File: config.mk
export PLATFORM = sky130hd
export DESIGN_NAME = bar_steady_mon_mc
export DESIGN_NICKNAME = d
export VERILOG_FILES = /design/src/rtl/bar_steady_mon_mc.sv
export SDC_FILE = /design/constraint.sdc
export NUM_CORES = 1
export LEC_CHECK = 0
export ABC_AREA = 1
export CELL_PAD_IN_SITES_DETAIL_PLACEMENT = 0
export CELL_PAD_IN_SITES_GLOBAL_PLACEMENT = 1
export CORE_MARGIN = 5
export CORE_UTILIZATION = 32
export DETAILED_ROUTE_END_ITERATION = 7
export DONT_BUFFER_PORTS = 1
export GPL_ROUTABILITY_DRIVEN = 0
export MAX_ROUTING_LAYER = met4
export PLACE_DENSITY_LB_ADDON = 0.2
export SYNTH_ARGS = -nofsm -noshare
export SYNTH_HDL_FRONTEND = slang
export SYNTH_SLANG_ARGS = --single-unit
File: constraint.sdc
create_clock -name clk -period 1.5 [get_ports clk]
set_input_delay 0.3 -clock clk [delete_from_list [all_inputs] [get_ports clk]]
set_output_delay 0.3 -clock clk [all_outputs]
set_load 0.1 [all_outputs]
File: src/rtl/bar_steady_mon_mc.sv
// Per-channel bar stability monitor. A foo strobe captures bar, and bar must then
// hold for HOLD compare edges. The outcome is a steady level or a one-cycle violation pulse.
module bar_steady_mon_mc #(
    parameter  int CH   = 4,
    parameter  int W    = 8,
    parameter  int HOLD = 4,
    localparam int CW   = $clog2(HOLD + 1)
) (
    input  logic            clk,
    input  logic            rst_n,
    input  logic [CH-1:0]   foo,
    input  logic [CH*W-1:0] bar,
    output logic [CH-1:0]   bar_steady,
    output logic [CH-1:0]   bar_viol,
    output logic            busy
);

    typedef enum logic [1:0] {
        S_IDLE  = 2'd0,
        S_CHECK = 2'd1,
        S_DONE  = 2'd2
    } state_t;

    localparam logic [CW-1:0] HOLD_M1 = CW'(HOLD - 1);

    state_t          r_state    [CH];
    logic [W-1:0]    r_ref      [CH];
    logic [CW-1:0]   r_cnt      [CH];
    logic [CH-1:0]   r_steady;
    logic [CH-1:0]   r_viol;
    logic            r_busy;

    state_t          w_state_nx [CH];
    logic [W-1:0]    w_ref_nx   [CH];
    logic [CW-1:0]   w_cnt_nx   [CH];
    logic [CH-1:0]   w_steady_nx;
    logic [CH-1:0]   w_viol_nx;
    logic            w_busy_nx;

    always_comb begin
        w_steady_nx = r_steady;
        w_viol_nx   = '0;
        w_busy_nx   = 1'b0;
        for (int c = 0; c < CH; c++) begin
            w_state_nx[c] = r_state[c];
            w_ref_nx[c]   = r_ref[c];
            w_cnt_nx[c]   = r_cnt[c];
            unique case (r_state[c])
                S_IDLE: begin
                    if (foo[c]) begin
                        w_ref_nx[c]   = bar[c*W +: W];
                        w_cnt_nx[c]   = '0;
                        w_state_nx[c] = S_CHECK;
                    end
                end
                S_CHECK: begin
                    // A restart strobe takes precedence over a mismatch on the same edge
                    if (foo[c]) begin
                        w_ref_nx[c] = bar[c*W +: W];
                        w_cnt_nx[c] = '0;
                    end else if (bar[c*W +: W] != r_ref[c]) begin
                        w_viol_nx[c]  = 1'b1;
                        w_state_nx[c] = S_IDLE;
                    end else if (r_cnt[c] == HOLD_M1) begin
                        w_steady_nx[c] = 1'b1;
                        w_state_nx[c]  = S_DONE;
                    end else begin
                        w_cnt_nx[c] = r_cnt[c] + CW'(1);
                    end
                end
                S_DONE: begin
                    if (foo[c]) begin
                        w_steady_nx[c] = 1'b0;
                        w_ref_nx[c]    = bar[c*W +: W];
                        w_cnt_nx[c]    = '0;
                        w_state_nx[c]  = S_CHECK;
                    end
                end
                default: begin
                    w_state_nx[c]  = S_IDLE;
                    w_cnt_nx[c]    = '0;
                    w_steady_nx[c] = 1'b0;
                end
            endcase
            if (w_state_nx[c] == S_CHECK) begin
                w_busy_nx = 1'b1;
            end
        end
    end

    always_ff @(posedge clk or negedge rst_n) begin
        if (!rst_n) begin
            for (int c = 0; c < CH; c++) begin
                r_state[c] <= S_IDLE;
                r_ref[c]   <= '0;
                r_cnt[c]   <= '0;
            end
            r_steady <= '0;
            r_viol   <= '0;
            r_busy   <= 1'b0;
        end else begin
            for (int c = 0; c < CH; c++) begin
                r_state[c] <= w_state_nx[c];
                r_ref[c]   <= w_ref_nx[c];
                r_cnt[c]   <= w_cnt_nx[c];
            end
            r_steady <= w_steady_nx;
            r_viol   <= w_viol_nx;
            r_busy   <= w_busy_nx;
        end
    end

    assign bar_steady = r_steady;
    assign bar_viol   = r_viol;
    assign busy       = r_busy;

endmodule

* Word level (Yosys, flattened, before mapping)
Index checks and enable logic that the tools add are counted. W data, S select, Z words.
Storage, ports and cells: flip-flop bits (word level) 61, input port bits 38, output and inout port bits 9, logic and storage cells 174
Operators by class: add/sub/neg operators 4, equality and inequality tests 48, multiplexer cells 76, bitwise operators 4, reduce and logical (&&, ||, !) cells 24
Operators with widths (count):
- $mux W3 | 16
- $mux W1 | 32
- $mux W2 | 16
- $ne A2 B2 Y1 const B | 16
- $ne A8 B8 Y1 | 4
- $ne A3 B3 Y1 const B | 8
- $pmux W3 S2 | 4
- $reduce_and A5 Y1 | 4
- $eq A2 B1 Y1 const B | 8
- $pmux W2 S2 | 4
- $add A3 B1 Y3 const B | 4
- $eq A3 B2 Y1 const B | 4
- $pmux W1 S3 | 4
- $reduce_and A3 Y1 | 4
- $reduce_or A3 Y1 | 4
- $eq A2 B2 Y1 const B | 4
- $logic_not A2 Y1 | 4
- $ne A2 B1 Y1 const B | 4
- $reduce_and A2 Y1 | 4
- $reduce_or A2 Y1 | 4
- $not A1 Y1 | 4

* Depth between registers and ports, before layout
Gate-level depths: netlist (run 1).
depth after elaboration 10, depth in mapped cells 11, depth with buffers taken out 11

* Least setup slack after synthesis (run 1)
Ideal clock, no wire load.
path type register to register, start point register r_cnt[0] in the netlist's numbering, end point register r_cnt[0] in the netlist's numbering, library setup time 117 ps, arrival time 1214 ps, data required time 1383 ps, setup slack 169 ps, cell stages (with the launch flop) 9, path buffers 0, period minus slack after synthesis 1331 ps, cells stage by stage dfrtp_1 -> ha_1 -> ha_1 -> nand2_1 -> nor2_1 -> nor2_1 -> nand2_4 -> nand2_1 -> o21ai_2
On the way: cells in the longest elaborated chain, start to end 5, elaborated cells between the ends (all ways) 8, those cells by class add/sub (1); eq/ne (2); mux (4); reduce/logical (1)
Ends and longest elaborated chain:
- from (decl) | line 28 | logic [CW-1:0] r_cnt [CH];
- from (signal, indexed assignment) | line 105 | r_cnt[c] <= w_cnt_nx[c];
- $add A3 B1 Y3 | line 68 | w_cnt_nx[c] = r_cnt[c] + CW'(1);
- $mux W3 | line 64 | end else if (r_cnt[c] == HOLD_M1) begin
- $mux W3 | line 61 | end else if (bar[c*W +: W] != r_ref[c]) begin
- $mux W3 | line 58 | if (foo[c]) begin
- $pmux W3 S2 | line 48 | unique case (r_state[c])
Parallel ways exist; a longest one is shown, timed or not. The select of a mux whose other input is x is not followed. A chain may end at the register's enable or synchronous reset.

* Final worst setup path (run 1)
start point register r_cnt[6] in the netlist's numbering, end point register r_cnt[6] in the netlist's numbering
Same word-level chain as after synthesis.

==> flow_summary.yaml, run 1 <==
route:
  detail_route.drc_violations: 0
  routed_wl_um: 5720
  final_antenna_net_count: 0
  detail_route.vias_per_cell: 4.31
  route.detailed.wl_per_inst_um: 11.2
  detailedRoute.firstIterationViolations: 55
  dr_total_vias: 2204
  drt-pass1-iter-count: 4
cells_and_area:
  fin_nets: 419
  antenna_cells_inserted: 0
  filler_cell_count: 1001
  final_util_pct: 37.3
  final_layout_size_suffix_gt1_share_pct: 20.1
  areaGrowthSynthToFinish_pct: 14.5
timing:
  layout_min_cycle_time_ns: 1.37
  finalClockSkew_ns: 0.0108
  timing.fmax_mhz: 730
  hold-worst-slack_ns: -0.348
  final_count_of_negative_setup_slack_endpoints: 0
  timing_hold_violations_final: 61
  relSlewSlack_pct: 66.9
  timing.final.crit_share_pct: 91.4
  timing.final.max_slew_violations: 0
  unrepaired_setup_endpoints_after_global_routing: "false"
  totalNegativeSetupSlack_ns: 0
  worst-slew-pin-transition_ns: 0.496
setup_path:
  cp_capture_type: "flip-flop"
  critical_path.top_delay_family: "flip-flops"
  critPathKind: "reg -> reg"
  critPathBufInv: 1
  worstReg2RegStart: "r_cnt[6]$_DFFE_PN0P_"
  crit_path_top_delay_cell: "sky130_fd_sc_hd__dfrtp_1"
  rr_endpoint: "r_cnt[6]$_DFFE_PN0P_"
  worstPathCellList: "ha_1 > ha_1 > nand2_1 > nor2_2 > inv_2 > nand3_2 > nand2_1 > nand2_1"
  most_numerous_cell_on_the_critical_path: "sky130_fd_sc_hd__nand2_1"
  cp.required_ns: 1.73
  r2r_cells: 8
  worstPathMaxFanout: 4
  critical-path-max-stage-delay_ns: 0.41
  worst_ep_arrival_time_ns: 1.60
  ff2ff_setup_slack_ns: 0.13
  critical_path.startpoint_type: "flip-flop"
global_routing:
  grt_antenna_before_repair: 0
  overflow_after_grt: 0
  largest_net_degree_at_the_start_of_global_routing: 62
  global_route_wire_length_before_repair_um: 10100
  first_global_vias: 2229
  global_route.usage.total_pct: 11.1
cts:
  cts_htree_levels: 3
  cts_root_buf: "sky130_fd_sc_hd__clkbuf_8"
  tritoncts.num_buffers: 9
  worstSkewPairLatency_ns: 0.33
  clock-sinks: 61
  cts_tree: "built"
  cts.path.max_buffers: 2
  clk_transition_reported_paths_ns: 0.08
floorplanning:
  fp-row-count: 36
  die_width_um: 109
  die_area_um2: 12000
  fp.dieH_um: 109
  floorplan.initialDensity_pct: 32.6
  core_area_um2: 9680
  io_pins: 47
synthesis:
  postSynthNetCount: 402
  synth-seq-area-share_pct: 48.3
  number_of_cells_produced_by_synthesis: 356
  ys_ff_latch: 61
  ys_warn_count: 0
  netlist_area_before_placement_um2: 3160
  syn-mean-instance-area_um2: 8.87
  synth.lib_cells_used.distinct: 25
job:
  max-cap-violations: 0
pwr:
  worst_ir_drop_vdd_v: 0.000493
  power.density_cell_area_nw_per_um2: 1110
  total_leakage_power_uw: 0.00176
run_status:
  run_status: "finished with violations"
  failing_checks: "hold timing"
placement:
  io_buffers: 0
  hpwlAfterDp_um: 4130
hold_path:
  hp-class: "in -> async"
-- state kept, by name, indices dropped and copies added (netlist names) --
name        count
busy            1
bar_viol        4
r_state         8
r_cnt          12
r_ref          32
bar_steady      4
-- cell usage after synthesis --
cell type,n,share of area [%]
sky130_fd_sc_hd__a21boi_2,1,0.36
sky130_fd_sc_hd__buf_2,2,0.32
sky130_fd_sc_hd__buf_6,2,0.71
sky130_fd_sc_hd__dfrtp_1,61,48
sky130_fd_sc_hd__ha_1,8,3.2
sky130_fd_sc_hd__inv_1,45,5.3
sky130_fd_sc_hd__inv_2,10,1.2
sky130_fd_sc_hd__mux2_1,19,6.8
sky130_fd_sc_hd__nand2_1,103,12
sky130_fd_sc_hd__nand2_2,7,1.4
sky130_fd_sc_hd__nand2_4,2,0.71
sky130_fd_sc_hd__nand3_1,5,0.79
sky130_fd_sc_hd__nand3_2,1,0.32
sky130_fd_sc_hd__nand3_4,1,0.55
sky130_fd_sc_hd__nand4_1,7,1.4
sky130_fd_sc_hd__nand4_2,1,0.40
sky130_fd_sc_hd__nor2_1,17,2.0
sky130_fd_sc_hd__nor2_2,9,1.8
sky130_fd_sc_hd__nor2_4,1,0.36
sky130_fd_sc_hd__nor3_1,1,0.16
sky130_fd_sc_hd__o21ai_0,6,0.95
sky130_fd_sc_hd__o21ai_1,18,2.9
sky130_fd_sc_hd__o21ai_2,8,2.2
sky130_fd_sc_hd__or2_1,2,0.40
sky130_fd_sc_hd__xnor2_1,19,5.3
-- logic make-up (layout without fill, tap and decap cells) --
group,Yosys count,count (layout),share of synthesized area [%]
AO/OA/AOI/OAI,33,33,6.38
XOR/XNOR,19,19,5.27
adder cells (fa/ha/maj),8,8,3.17
buffers and inverters,59,81,7.57
flip-flops,61,61,48.3
multiplexers,19,19,6.78
AND/OR/NAND/NOR,157,157,22.5
-- how the worst max path moves through the flow --
stage	startpoint	slack, ns	endpoint	depth (start not counted)
3_5_place_dp	r_cnt[0]$_DFFE_PN0P_	0.08	r_cnt[1]$_DFFE_PN0P_	8
5_1_grt	r_cnt[6]$_DFFE_PN0P_	0.001	busy$_DFF_PN0_	9
3_3_place_gp	r_cnt[0]$_DFFE_PN0P_	0.12	r_cnt[0]$_DFFE_PN0P_	8
2_1_floorplan	r_cnt[0]$_DFFE_PN0P_	0.17	r_cnt[0]$_DFFE_PN0P_	8
4_1_cts	r_cnt[0]$_DFFE_PN0P_	0.07	r_cnt[0]$_DFFE_PN0P_	8
6_report	r_cnt[6]$_DFFE_PN0P_	0.13	r_cnt[6]$_DFFE_PN0P_	8
-- cell usage in the layout (no fill, tap or decap) --
| cell type | instances |
|---|---|
| sky130_fd_sc_hd__nor2_2 | 11 |
| sky130_fd_sc_hd__inv_2 | 10 |
| sky130_fd_sc_hd__nand4_1 | 7 |
| sky130_fd_sc_hd__nand4_2 | 1 |
| sky130_fd_sc_hd__nand3_4 | 1 |
| sky130_fd_sc_hd__nor2_4 | 1 |
| sky130_fd_sc_hd__dfrtp_2 | 3 |
| sky130_fd_sc_hd__nand3_1 | 5 |
| sky130_fd_sc_hd__clkbuf_8 | 11 |
| sky130_fd_sc_hd__mux2_1 | 19 |
| sky130_fd_sc_hd__inv_1 | 45 |
| sky130_fd_sc_hd__ha_1 | 6 |
| sky130_fd_sc_hd__clkinv_2 | 2 |
| sky130_fd_sc_hd__buf_4 | 10 |
| sky130_fd_sc_hd__bufinv_16 | 2 |
| sky130_fd_sc_hd__nand2_4 | 2 |
| sky130_fd_sc_hd__o21ai_2 | 8 |
| sky130_fd_sc_hd__o21ai_1 | 18 |
| sky130_fd_sc_hd__ha_2 | 2 |
| sky130_fd_sc_hd__nor2_1 | 15 |
| sky130_fd_sc_hd__or2_1 | 2 |
| sky130_fd_sc_hd__xnor2_1 | 19 |
| sky130_fd_sc_hd__dfrtp_1 | 58 |
| sky130_fd_sc_hd__clkbuf_1 | 1 |
| sky130_fd_sc_hd__o21ai_0 | 6 |
| sky130_fd_sc_hd__nor3_2 | 1 |
| sky130_fd_sc_hd__nand3_2 | 1 |
| sky130_fd_sc_hd__nand2_2 | 9 |
| sky130_fd_sc_hd__a21boi_2 | 1 |
| sky130_fd_sc_hd__nand2_1 | 101 |
-- routing by layer --
metal | GRT usage, % | wire (um)
met1 | 13.6 | 2580
met2 | 17.0 | 2670
met3 | 3.70 | 371
met4 | 4.54 | 101
met5 | - | 0
-- through the flow --
step           std cells  power (uW)  area [um^2]  setup WS (ns)
4_1_cts              510        4080         3590         0.0677
6_report             511        4000         3620          0.129
3_3_place_gp         494        2340         3360          0.118
2_1_floorplan        356        2270         3160          0.169
3_5_place_dp         494        2350         3360         0.0756
5_1_grt              511        4230         3620        0.00140
-- cell type report --
cell class	count	area [um^2]	area share, %
multi-input cells	236	1410	39.1
inverters	55	206	5.71
well taps	133	166	4.60
clock buffers	12	155	4.29
clock inverters	4	70.1	1.94
repair buffers	10	75.1	2.08
flip-flops and latches	61	1530	42.3
-- report_power, final --
group          switching (uW)  total (uW)  internal [uW]
Clock                     660        1680           1020
Sequential               79.3        1840           1760
Combinational             278         483            205
Total                    1020        4000           2990
-- repair_timing --
action	4_1_cts	5_1_grt
buffers inserted	0	1
pin swaps	0	2
setup endpoints to repair	3	5
gates resized for setup	3	7
endpoints found under the hold margin	61	61
gates cloned	0	0
No activity file was read; power rests on OpenSTA's default activity.
==> run 2, diff against run 1 <==
--- a/config.mk
+++ b/config.mk
@@ -5,7 +5,6 @@
 export SDC_FILE = /design/constraint.sdc
 export NUM_CORES = 1
 export LEC_CHECK = 0
-export ABC_AREA = 1
 export CELL_PAD_IN_SITES_DETAIL_PLACEMENT = 0
 export CELL_PAD_IN_SITES_GLOBAL_PLACEMENT = 1
 export CORE_MARGIN = 5
==> run 2 against run 1 <==
Net effect: the run ends with hold timing, setup timing left; non-clock buffer count grew 43; utilization up 6.2 points; die area decreased by 3.6%; sequential cell count is the same; sequential share of layout area decreased by 4.4 points; global-route usage is 0.79 points higher; synthesized cell count shrank 23%; clock-buffer cell count fell by 1; final cell count down 9.2%; power is 9.0% lower.
==> flow_summary.yaml, run 2 <==
synthesis:
  number_of_cells_produced_by_synthesis: 274
  netlist.area_leader.share_pct: 50.3
  synth_top_cell_by_area: "sky130_fd_sc_hd__dfrtp_1"
  synthFlopType: "sky130_fd_sc_hd__dfrtp_1"
  synth-edff-count: 0
  synth-seq-area-share_pct: 50.3
  ys_warn_count: 0
  ys_ff_latch: 61
  synth.most_common_cell: "sky130_fd_sc_hd__dfrtp_1"
  async_flop_share_pct: 100
  postSynthNetCount: 320
  syn-mean-instance-area_um2: 11.1
  netlist_area_before_placement_um2: 3030
  synth.lib_cells_used.distinct: 33
  synth_common_cells: "sky130_fd_sc_hd__dfrtp_1 (61), sky130_fd_sc_hd__mux2_2 (32), sky130_fd_sc_hd__nand3_1 (21)"
  synth.top_cells.by_area: "sky130_fd_sc_hd__dfrtp_1 (50%), sky130_fd_sc_hd__mux2_2 (12%), sky130_fd_sc_hd__xnor2_1 (4.6%), sky130_fd_sc_hd__xor2_1 (4.6%), sky130_fd_sc_hd__nand3_1 (3.5%)"
timing:
  unrepaired_setup_endpoints_after_global_routing: "true"
  timing.fmax_mhz: 626
  totalNegativeSetupSlack_ns: -0.630
  relSlewSlack_pct: 65.3
  finalClockSkew_ns: 0.0109
  timing_hold_violations_final: 61
  timing.final.max_slew_violations: 0
  worst-slew-pin-transition_ns: 0.521
  final_count_of_negative_setup_slack_endpoints: 11
  layout_min_cycle_time_ns: 1.60
  worst_slack_ns: -0.0978
  hold-worst-slack_ns: -0.354
  timing.final.crit_share_pct: 107
placement:
  cells_after_dpl: 438
  placedInstanceArea_um2: 3530
  io_buffers: 0
  hpwlAfterDp_um: 4530
  place_worst_setup_slack_ns: -0.282
cells_and_area:
  filler_cell_count: 882
  fin_nets: 376
  finish.cell_count_without_fillers: 464
  areaGrowthSynthToFinish_pct: 32.5
  fin_area_um2: 4020
  largest_reg_flops: 32
  multiInputGateArea_um2: 1660
  layout.cells.most_common: "sky130_fd_sc_hd__dfrtp_1"
  largest_register: "r_ref"
  seq_area_um2: 1530
  layout.cells.most_common_list: "sky130_fd_sc_hd__dfrtp_1 (61), sky130_fd_sc_hd__buf_4 (43), sky130_fd_sc_hd__mux2_2 (32)"
  biggestRegsByFlops: "r_ref (32), r_cnt (12), r_state (8)"
  final_layout_size_suffix_gt1_share_pct: 42.1
  antenna_cells_inserted: 0
cts:
  cts_root_buf: "sky130_fd_sc_hd__clkbuf_8"
  clock-sinks: 61
  worstSkewPairLatency_ns: 0.34
  cts_tree: "built"
  clk_transition_reported_paths_ns: 0.08
  cts_htree_levels: 3
  cts_hold_buf: 4
  cts.path.max_buffers: 2
  tritoncts.num_buffers: 9
route:
  detail_route.vias_per_cell: 4.74
  detail_route.drc_violations: 0
  dr_total_vias: 2201
  routed_wl_um: 6360
  final_antenna_net_count: 0
  drt-pass1-iter-count: 4
  route.detailed.wl_per_inst_um: 13.7
  detailedRoute.firstIterationViolations: 55
floorplanning:
  fp-row-count: 35
  die_area_um2: 11500
  fp.dieH_um: 107
  core_area_um2: 9240
  die_width_um: 107
  io_pins: 47
  floorplan.initialDensity_pct: 32.8
hold_path:
  hp-class: "in -> async"
setup_path:
  worstPathMaxFanout: 2
  worstPathCellList: "ha_2 > ha_4 > inv_1 > or3_1 > or3_1 > a21oi_1"
  critical_path.top_delay_family: "simple AND/OR/NAND/NOR gates"
  critPathKind: "reg -> reg"
  cp_capture_type: "flip-flop"
  critPathBufInv: 1
  most_numerous_cell_on_the_critical_path: "sky130_fd_sc_hd__or3_1"
  critical_path.startpoint_type: "flip-flop"
  critical-path-max-stage-delay_ns: 0.37
  cp.required_ns: 1.76
  crit_path_top_delay_cell: "sky130_fd_sc_hd__or3_1"
  worst_ep_arrival_time_ns: 1.86
job:
  max-cap-violations: 0
run_status:
  run_status: "finished with violations"
  failing_checks: "hold timing, setup timing"
global_routing:
  overflow_after_grt: 0
  global_route_wire_length_before_repair_um: 10600
  grt_antenna_before_repair: 0
  largest_net_degree_at_the_start_of_global_routing: 62
  first_global_vias: 2271
  global_route.usage.total_pct: 11.9
pwr:
  worst_ir_drop_vdd_v: 0.000418
  power.density_cell_area_nw_per_um2: 906
  total_leakage_power_uw: 0.00165
run 2: changes by cell type in the layout (fill, tap and decap cells not counted), sizes merged, moves of 14 or more:
cell / delta
nand2: -93
buf: +39
inv: -39
o21ai: -27
xor2: +16
nand3: +14
run 2: path summary, 6_finish.rpt:
| path | startpoint | endpoint | slack [ns] | cells past startpoint |
|---|---|---|---|---|
| min reg2reg | bar_steady[2]$_DFFE_PN0P_ | bar_steady[2]$_DFFE_PN0P_ | 0.51 | 2 |
| min | rst_n | bar_viol[0]$_DFF_PN0_ | -0.35 | 0 |
| max | r_cnt[1]$_DFFE_PN0P_ | r_state[1]$_DFF_PN0_ | -0.1 | 6 |
| max in group asynchronous | rst_n | r_cnt[4]$_DFFE_PN0P_ | 1.73 | 0 |
| min in group clk | foo[0] | bar_viol[0]$_DFF_PN0_ | 0.03 | 1 |
| max reg2reg | r_cnt[1]$_DFFE_PN0P_ | r_state[1]$_DFF_PN0_ | -0.1 | 6 |
run 2: power breakdown:
| part | total, uW | switching (uW) | internal (uW) |
|---|---|---|---|
| combinational | 453 | 218 | 234 |
| clock | 1380 | 687 | 690 |
| sequential | 1810 | 65.0 | 1750 |
| total | 3640 | 971 | 2670 |
run 2: cells by family after synthesis:
family	Yosys count	synth area share, %
mux	32	11.9
xor+xnor	32	9.24
simple gates	86	14.4
compound gates	31	7.79
fa+ha+maj	8	3.30
flops	61	50.3
buf+inv	24	3.05
run 2: through the flow:
step	total power (uW)	utilization, %
floorplan	2150	-
CTS	3700	42.3
global route	3810	43.5
finish	3640	43.5
global placement	2250	38.2
detailed placement	2260	38.2
run 2: final cells by class:
type / count / area share, %
inverter: 16 / 1.49
timing repair buffer: 53 / 10.7
clock buffer: 11 / 3.76
clock inverter: 5 / 0.871
tap: 129 / 4.01
sequential: 61 / 38.0
multi-input combinational: 189 / 41.2
run 2: timing repair:
action	CTS	global route
hold endpoints to repair	65	61
gates resized for setup	25	19
setup endpoints to repair	21	25
setup buffers	4	2
pin swaps	32	30
run 2: layer usage:
metal	vias to the layer above	global-route usage (%)	wire length, um
met5	-	-	0
met2	37	18.6	3030
met3	8	2.88	314
met1	1080	14.6	2910
li1	1076	-	-
met4	0	5.68	108
